--- src/rtl/reduce_gate_sweep.sv ---
// ---------------------------------------------------------------------------
// reduce_gate_sweep
//
// Purpose:
//   N-input reduction gate (AND/OR/XOR/XNOR/NAND/NOR/BUF/NOT) combined with an
//   exhaustive sweeper. A start request walks every one of the 2^N input
//   vectors in ascending order and holds each for HOLD cycles. The gate output
//   is registered every sweep cycle, and the last hold cycle of each vector
//   writes that vector's result into a truth-table register. A one-cycle done
//   pulse marks the end of the sweep. The block serves as the on-chip
//   self-check for the gate-level cells and as a stimulus/response source for
//   the gate benches.
//
// Parameters:
//   N     gate input count, legal 2..8 (truth table is 2^N bits)
//   HOLD  cycles each vector is held, legal 1..255
//
// Ports:
//   clk       in   1     single clock, all state on the rising edge
//   rst_n     in   1     synchronous reset, active-low
//   start     in   1     sweep request, only looked at while idle
//   op        in   3     000 AND, 001 OR, 010 XOR, 011 XNOR,
//                        100 NAND, 101 NOR, 110 BUF(vec[0]), 111 NOT(vec[0])
//   vec       out  N     input vector currently driven to the gate
//   y         out  1     registered gate output, f(vec) of the previous cycle
//   busy      out  1     high while the sweep is running
//   done      out  1     one-cycle pulse when the sweep completes
//   tt        out  2^N   truth table, tt[i] = f(i)
//   tt_valid  out  1     tt complete; held until the next accepted start
//
// Optional feature (macro TT_CHECK_EN):
//   exp_tt    in   2^N   expected truth table
//   mismatch  out  1     set on entry to DONE when the finished table differs
//                        from exp_tt; cleared at reset and on an accepted start
//   With TT_CHECK_EN undefined these two ports and their logic do not exist.
// ---------------------------------------------------------------------------
module reduce_gate_sweep #(
    parameter int N    = 4,
    parameter int HOLD = 1
) (
    input  logic                clk,
    input  logic                rst_n,
    input  logic                start,
    input  logic [2:0]          op,
    output logic [N-1:0]        vec,
    output logic                y,
    output logic                busy,
    output logic                done,
    output logic [(1<<N)-1:0]   tt,
    output logic                tt_valid
`ifdef TT_CHECK_EN
    ,
    input  logic [(1<<N)-1:0]   exp_tt,
    output logic                mismatch
`endif
);

    localparam int             TT_W      = 1 << N;
    localparam logic [N-1:0]   VEC_LAST  = {N{1'b1}};
    localparam logic [N-1:0]   VEC_ONE   = {{(N-1){1'b0}}, 1'b1};
    // Hold counter is sized for the largest legal HOLD (255).
    localparam logic [7:0]     HOLD_LAST = 8'(HOLD - 1);

    typedef enum logic [1:0] {
        S_IDLE,
        S_RUN,
        S_DONE
    } state_t;

    state_t            state;
    logic [7:0]        hold_cnt;
    logic [2:0]        op_q;
    logic              f_cur;
    logic [TT_W-1:0]   tt_final;

    // Reduction gate. The reducing ops consume all N bits of the vector;
    // BUF and NOT look only at bit 0.
    function automatic logic gate_eval(input logic [2:0] sel, input logic [N-1:0] v);
        logic r;
        case (sel)
            3'b000:  r = &v;
            3'b001:  r = |v;
            3'b010:  r = ^v;
            3'b011:  r = ~^v;
            3'b100:  r = ~&v;
            3'b101:  r = ~|v;
            3'b110:  r = v[0];
            default: r = ~v[0];
        endcase
        return r;
    endfunction

    // Gate result for the vector on the bus now, plus the truth table as it
    // will look once that result is written. The completion check compares
    // against this next-table so the final bit is included.
    always_comb begin
        f_cur         = gate_eval(op_q, vec);
        tt_final      = tt;
        tt_final[vec] = f_cur;
    end

    // Sweep controller. All outputs are registered here. The op is latched
    // when a start is accepted so changes on the op input mid-sweep have no
    // effect. A start seen in RUN or DONE is dropped, not queued.
    always_ff @(posedge clk) begin
        if (!rst_n) begin
            state    <= S_IDLE;
            vec      <= '0;
            y        <= 1'b0;
            busy     <= 1'b0;
            done     <= 1'b0;
            tt       <= '0;
            tt_valid <= 1'b0;
            hold_cnt <= '0;
            op_q     <= 3'b000;
`ifdef TT_CHECK_EN
            mismatch <= 1'b0;
`endif
        end else begin
            case (state)
                S_IDLE: begin
                    if (start) begin
                        state    <= S_RUN;
                        op_q     <= op;
                        vec      <= '0;
                        hold_cnt <= '0;
                        busy     <= 1'b1;
                        tt       <= '0;
                        tt_valid <= 1'b0;
`ifdef TT_CHECK_EN
                        mismatch <= 1'b0;
`endif
                    end
                end

                S_RUN: begin
                    // y trails vec by exactly one cycle while sweeping.
                    y <= f_cur;
                    if (hold_cnt == HOLD_LAST) begin
                        // Last hold cycle of this vector: commit its result.
                        hold_cnt <= '0;
                        tt       <= tt_final;
                        if (vec != VEC_LAST) begin
                            vec <= vec + VEC_ONE;
                        end else begin
                            // Final vector stays on the bus until the next start.
                            state    <= S_DONE;
                            busy     <= 1'b0;
                            done     <= 1'b1;
                            tt_valid <= 1'b1;
`ifdef TT_CHECK_EN
                            mismatch <= (tt_final != exp_tt);
`endif
                        end
                    end else begin
                        hold_cnt <= hold_cnt + 8'd1;
                    end
                end

                S_DONE: begin
                    state <= S_IDLE;
                    done  <= 1'b0;
                end

                default: begin
                    state <= S_IDLE;
                end
            endcase
        end
    end

endmodule

--- config.mk ---
export PLATFORM = sky130hd
export DESIGN_NAME = reduce_gate_sweep
export DESIGN_NICKNAME = d
export VERILOG_FILES = /design/src/rtl/reduce_gate_sweep.sv
export SDC_FILE = /design/constraint.sdc
export NUM_CORES = 1
export LEC_CHECK = 0
export BUFFER_PORTS_ARGS = -buffer_cell sky130_fd_sc_hd__buf_2
export CAP_MARGIN = 20
export CORE_AREA = 5 5 70 72
export CTS_BUF_LIST = sky130_fd_sc_hd__clkbuf_4
export DETAILED_ROUTE_END_ITERATION = 12
export DIE_AREA = 0 0 75 77
export PLACE_DENSITY = 0.72
export SYNTH_ARGS = -nofsm -noshare
export SYNTH_HDL_FRONTEND = slang
export SYNTH_SLANG_ARGS = --single-unit
--- constraint.sdc ---
create_clock -name clk -period 3.6 [get_ports clk]
set_input_delay 0.18 -clock clk [delete_from_list [all_inputs] [get_ports clk]]
set_output_delay 0.18 -clock clk [all_outputs]
set_load 0.02 [all_outputs]
; ---- After elaboration in Yosys (flattened, before gate mapping)
; Cells that the tools add are included.
; W data, S select, Z words.
[totals]
wordCells = 73
register_bits = 37
output_inout_bits = 24
input_bits = 6
[op_classes]
n_reduce_logical = 19
add_sub_neg = 2
n_eq_ne = 13
n_lt_le_gt_ge = 2
muxes = 27
bitwise = 1
[op_table]
columns = op, n
row1 = $mux W16, 2
row2 = $pmux W16 S2, 1
row3 = $bwmux W16, 1
row4 = $mux W8, 2
row5 = $pmux W8 S2, 1
row6 = $mux W4, 3
row7 = $reduce_and A4 Y1, 3
row8 = $eq A3 B3 Y1 const B, 3
row9 = $reduce_and A3 Y1, 3
row10 = $add A8 B1 Y8 const B, 1
row11 = $logic_not A8 Y1, 1
row12 = $ne A2 B2 Y1 const B, 4
row13 = $pmux W4 S2, 1
row14 = $mux W1, 7
row15 = $pmux W1 S7, 1
row16 = $eq A3 B2 Y1 const B, 2
row17 = $mux W2, 3
row18 = $pmux W1 S2, 3
row19 = $lt A4 B5 Y1 const B, 1
row20 = $add A4 B1 Y4 const B, 1
row21 = $demux W1 S4, 1
row22 = $ge A4 B1 Y1 const B, 1
row23 = $ne A4 B4 Y1 const B, 1
row24 = $pmux W2 S2, 1
row25 = other kinds (13), 16

; ---- Depth between registers and ports, before layout
[depth]
ltp_word = 7
ltp_mapped = 9
ltp_nobuf = 7

; ---- Worst setup path before layout
; Ideal clock, no wire load.
[synth_timing]
kind = reg2reg
from = register vec[0]
to = register tt[3]
path_buffers = 1
arrival_ns = 2.150
setup_slack_ns = 1.375
setup_time_ns = 0.074
stages_incl_launch_ff = 9
required_ns = 3.526
path_cell_list = dfxtp_1 -> inv_1 -> ha_1 -> xor2_1 -> xnor2_1 -> a2111oi_0 -> a41oi_1 -> clkbuf_1 -> o21ai_0
[synth_between]
elab_chain_len = 7
elab_cells_between_ends = 16
[synth_rtl]
columns = item, line
row1 = from (decl), 45  ; output logic [N-1:0] vec,
row2 = from (signal assigned), 144  ; vec <= vec + VEC_ONE;
row3 = $lt A4 B5 Y1 (not written as such) or $ge A4 B1 Y1 (tied branches), 99  ; tt_final[vec] = f_cur;
row4 = $logic_and A1 B1 Y1 (not written as such), 99
row5 = $mux W1 (not written as such), 99
row6 = $demux W1 S4, 99
row7 = $bwmux W16 (*), 99
row8 = $mux W16 (*), 139  ; if (hold_cnt == HOLD_LAST) begin
row9 = $pmux W16 S2 (*), 120  ; case (state)
row10 = to (signal assigned), 142  ; tt <= tt_final;
row11 = to (decl), 49  ; output logic [(1<<N)-1:0] tt,
; Mark *: on every way between the ends. The rest lies on a longest branch, timed or not. The select of a mux whose other input is x is not followed.
; A chain may end at the register's enable or synchronous reset.

; ---- Worst setup path in the final report
[layout_timing]
from = register vec[0]
to = register tt[0]
; The elaborated chain is that of the path after synthesis.

==> summary.txt <==
Ports = 30
Setup Viol. Count Final = 0
Max Clock Freq = 0.4565 GHz
crit path max fanout = 17
Yosys top cell by area = dfxtp_1
Post-CTS Hold Buffers = 0
hold path cells = 3
EDFF count, synth = 0
met3 GRT Util = 4.052%
DP Wirelength = 2.771 mm
Pwr Density = 416.4 mW/mm^2
Mapped Area = 0.001733 sq mm
RSZ-0062 raised after global routing = no
setup tns final = 0 ns
initial antenna violation count = 0
routed wire length = 3.746 mm
Synth Net Count = 222
synthesized area per cell = 8.453 sq um
final net count = 252
post-synth cell types = 36
cts bufs inserted = 5
first-pass GRT wire length = 6.630 mm
diode count = 0
area share of the largest cell type after synthesis = 42.74%
vias = 1532
Avg Vias per Cell = 5.319
top-count cell post-synth = nand3_1
CTS resizes = 0
Hold Crit Start = op[0]
global-route usage over all layers = 14.48%
pin slew with the least headroom to its limit = 0.9814 ns
WHS = 0.06271 ns
P_leak = 0.8590 nW
worst r2r dst = tt[0]$_SDFFE_PN0P_
slowest CP cell = dfxtp_1
Root Buffer Master = clkbuf_4
grt ovf = 0
Worst EP arrival = 2.47 ns
worst skew pair latency = 0.35 ns
share of cells above drive strength 1 = 17.80%
Slew HR = 34.33%
Clock Skews = 0.01584 ns
Startpoint Class = register
pin count of the biggest net entering global routing = 24
critical path depth = 8
Setup crit end = tt[0]$_SDFFE_PN0P_
CP endpoint kind = register
Slew Limit Fails = 0
CTS clk-pin slew, worst paths = 0.12 ns
GPL Wtd Cong = 0.8756
max_cap viols = 0
Reg-to-Reg Start = vec[0]$_SDFFE_PN0P_
Starting Density = 40.93%
Final Hold Vio Count = 0
CTS tree = done
P&R area growth vs syn = 17.04%
GR met1 Demand/Resource = 18.94%
crit-path cells = inv_1 -> ha_1 -> xor2_1 -> xnor2_1 -> a2111oi_0 -> a41oi_1 -> buf_4 -> o31ai_1
sequential area share after synthesis = 42.74%
fin crit share = 60.85%
H-tree depth = 2
vias in the first global route = 1446
Synth Warn # = 0
Die Area = 0.005775 sq mm
Die Wd = 75 um
DRT antenna net count = 0
Crit path max-delay family = compound AO/OA/AOI/OAI gates
outcome = complete, no violations
GR Layer Usage met2 = 22.56%
dominant cells by area after synthesis = dfxtp_1 (43%), nand3_1 (11%), ha_1 (7.9%), o21ai_0 (5.8%), nand2_1 (3.9%)
maximum VDD drop = 0.2036 mV
R2R setup slack = 1.41 ns
Pre-antenna DRT Iters = 4
register bit total from synthesis = 37
total core area = 0.004234 sq mm
top cells by count, synth = nand3_1 (39), dfxtp_1 (37), o21ai_0 (20)
hold crit path type = in2reg
die height = 77 um
data required time at the worst endpoint = 3.88 ns
Post-route DRC = 0
# rows = 24
slowest stage delay, CP = 0.45 ns
Post-CTS Setup Repair Bufs = 0
initial drt markers = 125
kind of critical path = reg2reg
CTS Buffer Depth = 2
worst reg2reg path depth = 8
Critical path origin = vec[0]$_SDFFE_PN0P_
WL/cell = 13.01 um
WP buf/inv = 2
asr flop ratio synth = 0%
Syn Inst Count = 205
top_reg_cell synth = dfxtp_1
clk sinks = 37
GRT busiest layer = met2
post-layout min period = 2.190 ns
I/O Buffers = 29
worst register-to-register path: stages (launching register included):
cell and delay [ns]:
dfxtp_1 0.45, inv_1 0.13, ha_1 0.35, xor2_1 0.18
xnor2_1 0.12, a2111oi_0 0.41, a41oi_1 0.08, buf_4 0.21
o31ai_1 0.21
registers in the layout (all words and copies together), names as in the netlist:
name,cells
vec,4
tt_valid,1
hold_cnt,8
done,1
state,2
busy,1
y,1
tt,16
op_q,3
cells by family (layout without fill, tap and decap cells):
| kind of cell | count (synthesis) | count (layout) | synth area share (%) |
|---|---|---|---|
| compound gates | 49 | 49 | 17.40 |
| simple gates | 88 | 88 | 25.78 |
| mux | 2 | 2 | 1.227 |
| flops | 37 | 37 | 42.74 |
| fa+ha+maj | 11 | 11 | 7.942 |
| xor+xnor | 3 | 3 | 1.517 |
| buf+inv | 15 | 46 | 3.394 |
how the worst min path moves through the flow:
stage,endpoint
after floorplan,op_q[2]$_SDFFE_PN0P_
after global placement,op_q[2]$_SDFFE_PN0P_
after detailed placement,op_q[2]$_SDFFE_PN0P_
after CTS,op_q[0]$_SDFFE_PN0P_
after global routing,op_q[2]$_SDFFE_PN0P_
final,op_q[0]$_SDFFE_PN0P_
through the flow:
step / power (W) / util [%] / instance area (sq um) / worst slack (ns) / instances
5_1_grt: 0.0008835 / 47.90 / 2028 / 1.111 / 288
3_5_place_dp: 0.0004978 / 45.48 / 1926 / 1.395 / 280
3_3_place_gp: 0.0004961 / 45.48 / 1926 / 1.479 / 280
4_1_cts: 0.0008523 / 47.90 / 2028 / 1.381 / 288
6_report: 0.0008446 / 47.90 / 2028 / 1.410 / 288
2_1_floorplan: 0.0004783 / - / 1733 / 1.375 / 205
layout by cell type, fill, tap and decap left out, types with 3 or more instances in the layout:
| cell | synthesis | routed |
|---|---|---|
| a21oi_1 | 10 | 10 |
| a31oi_1 | 3 | 3 |
| a41oi_1 | 3 | 3 |
| and3_1 | 5 | 5 |
| buf_2 | 2 | 29 |
| clkbuf_4 | 0 | 5 |
| dfxtp_1 | 37 | 37 |
| ha_1 | 11 | 11 |
| inv_1 | 7 | 7 |
| nand2_1 | 18 | 18 |
| nand3_1 | 39 | 39 |
| nor2_1 | 12 | 12 |
| o21ai_0 | 20 | 20 |
cell type report:
cell class,count,area (sq um)
multi-input combinational,153,933.4
fill,423,2206
inverter,7,26.28
timing repair buffer,31,160.2
clock inverter,3,65.06
tap,52,65.06
clock buffer,5,37.54
sequential,37,740.7
power by group:
part	internal (W)	switching [W]	total, W
Clock	0.000215	0.000142	0.000357
Sequential	0.000415	0.00000727	0.000423
Combinational	0.0000225	0.0000429	0.0000655
layer usage:
layer,vias up,routed length (um)
met1,707,1770
met3,5,213
met2,27,1704
li1,793,-
met4,0,57
met5,-,0
(Power assumes the default switching activity.)
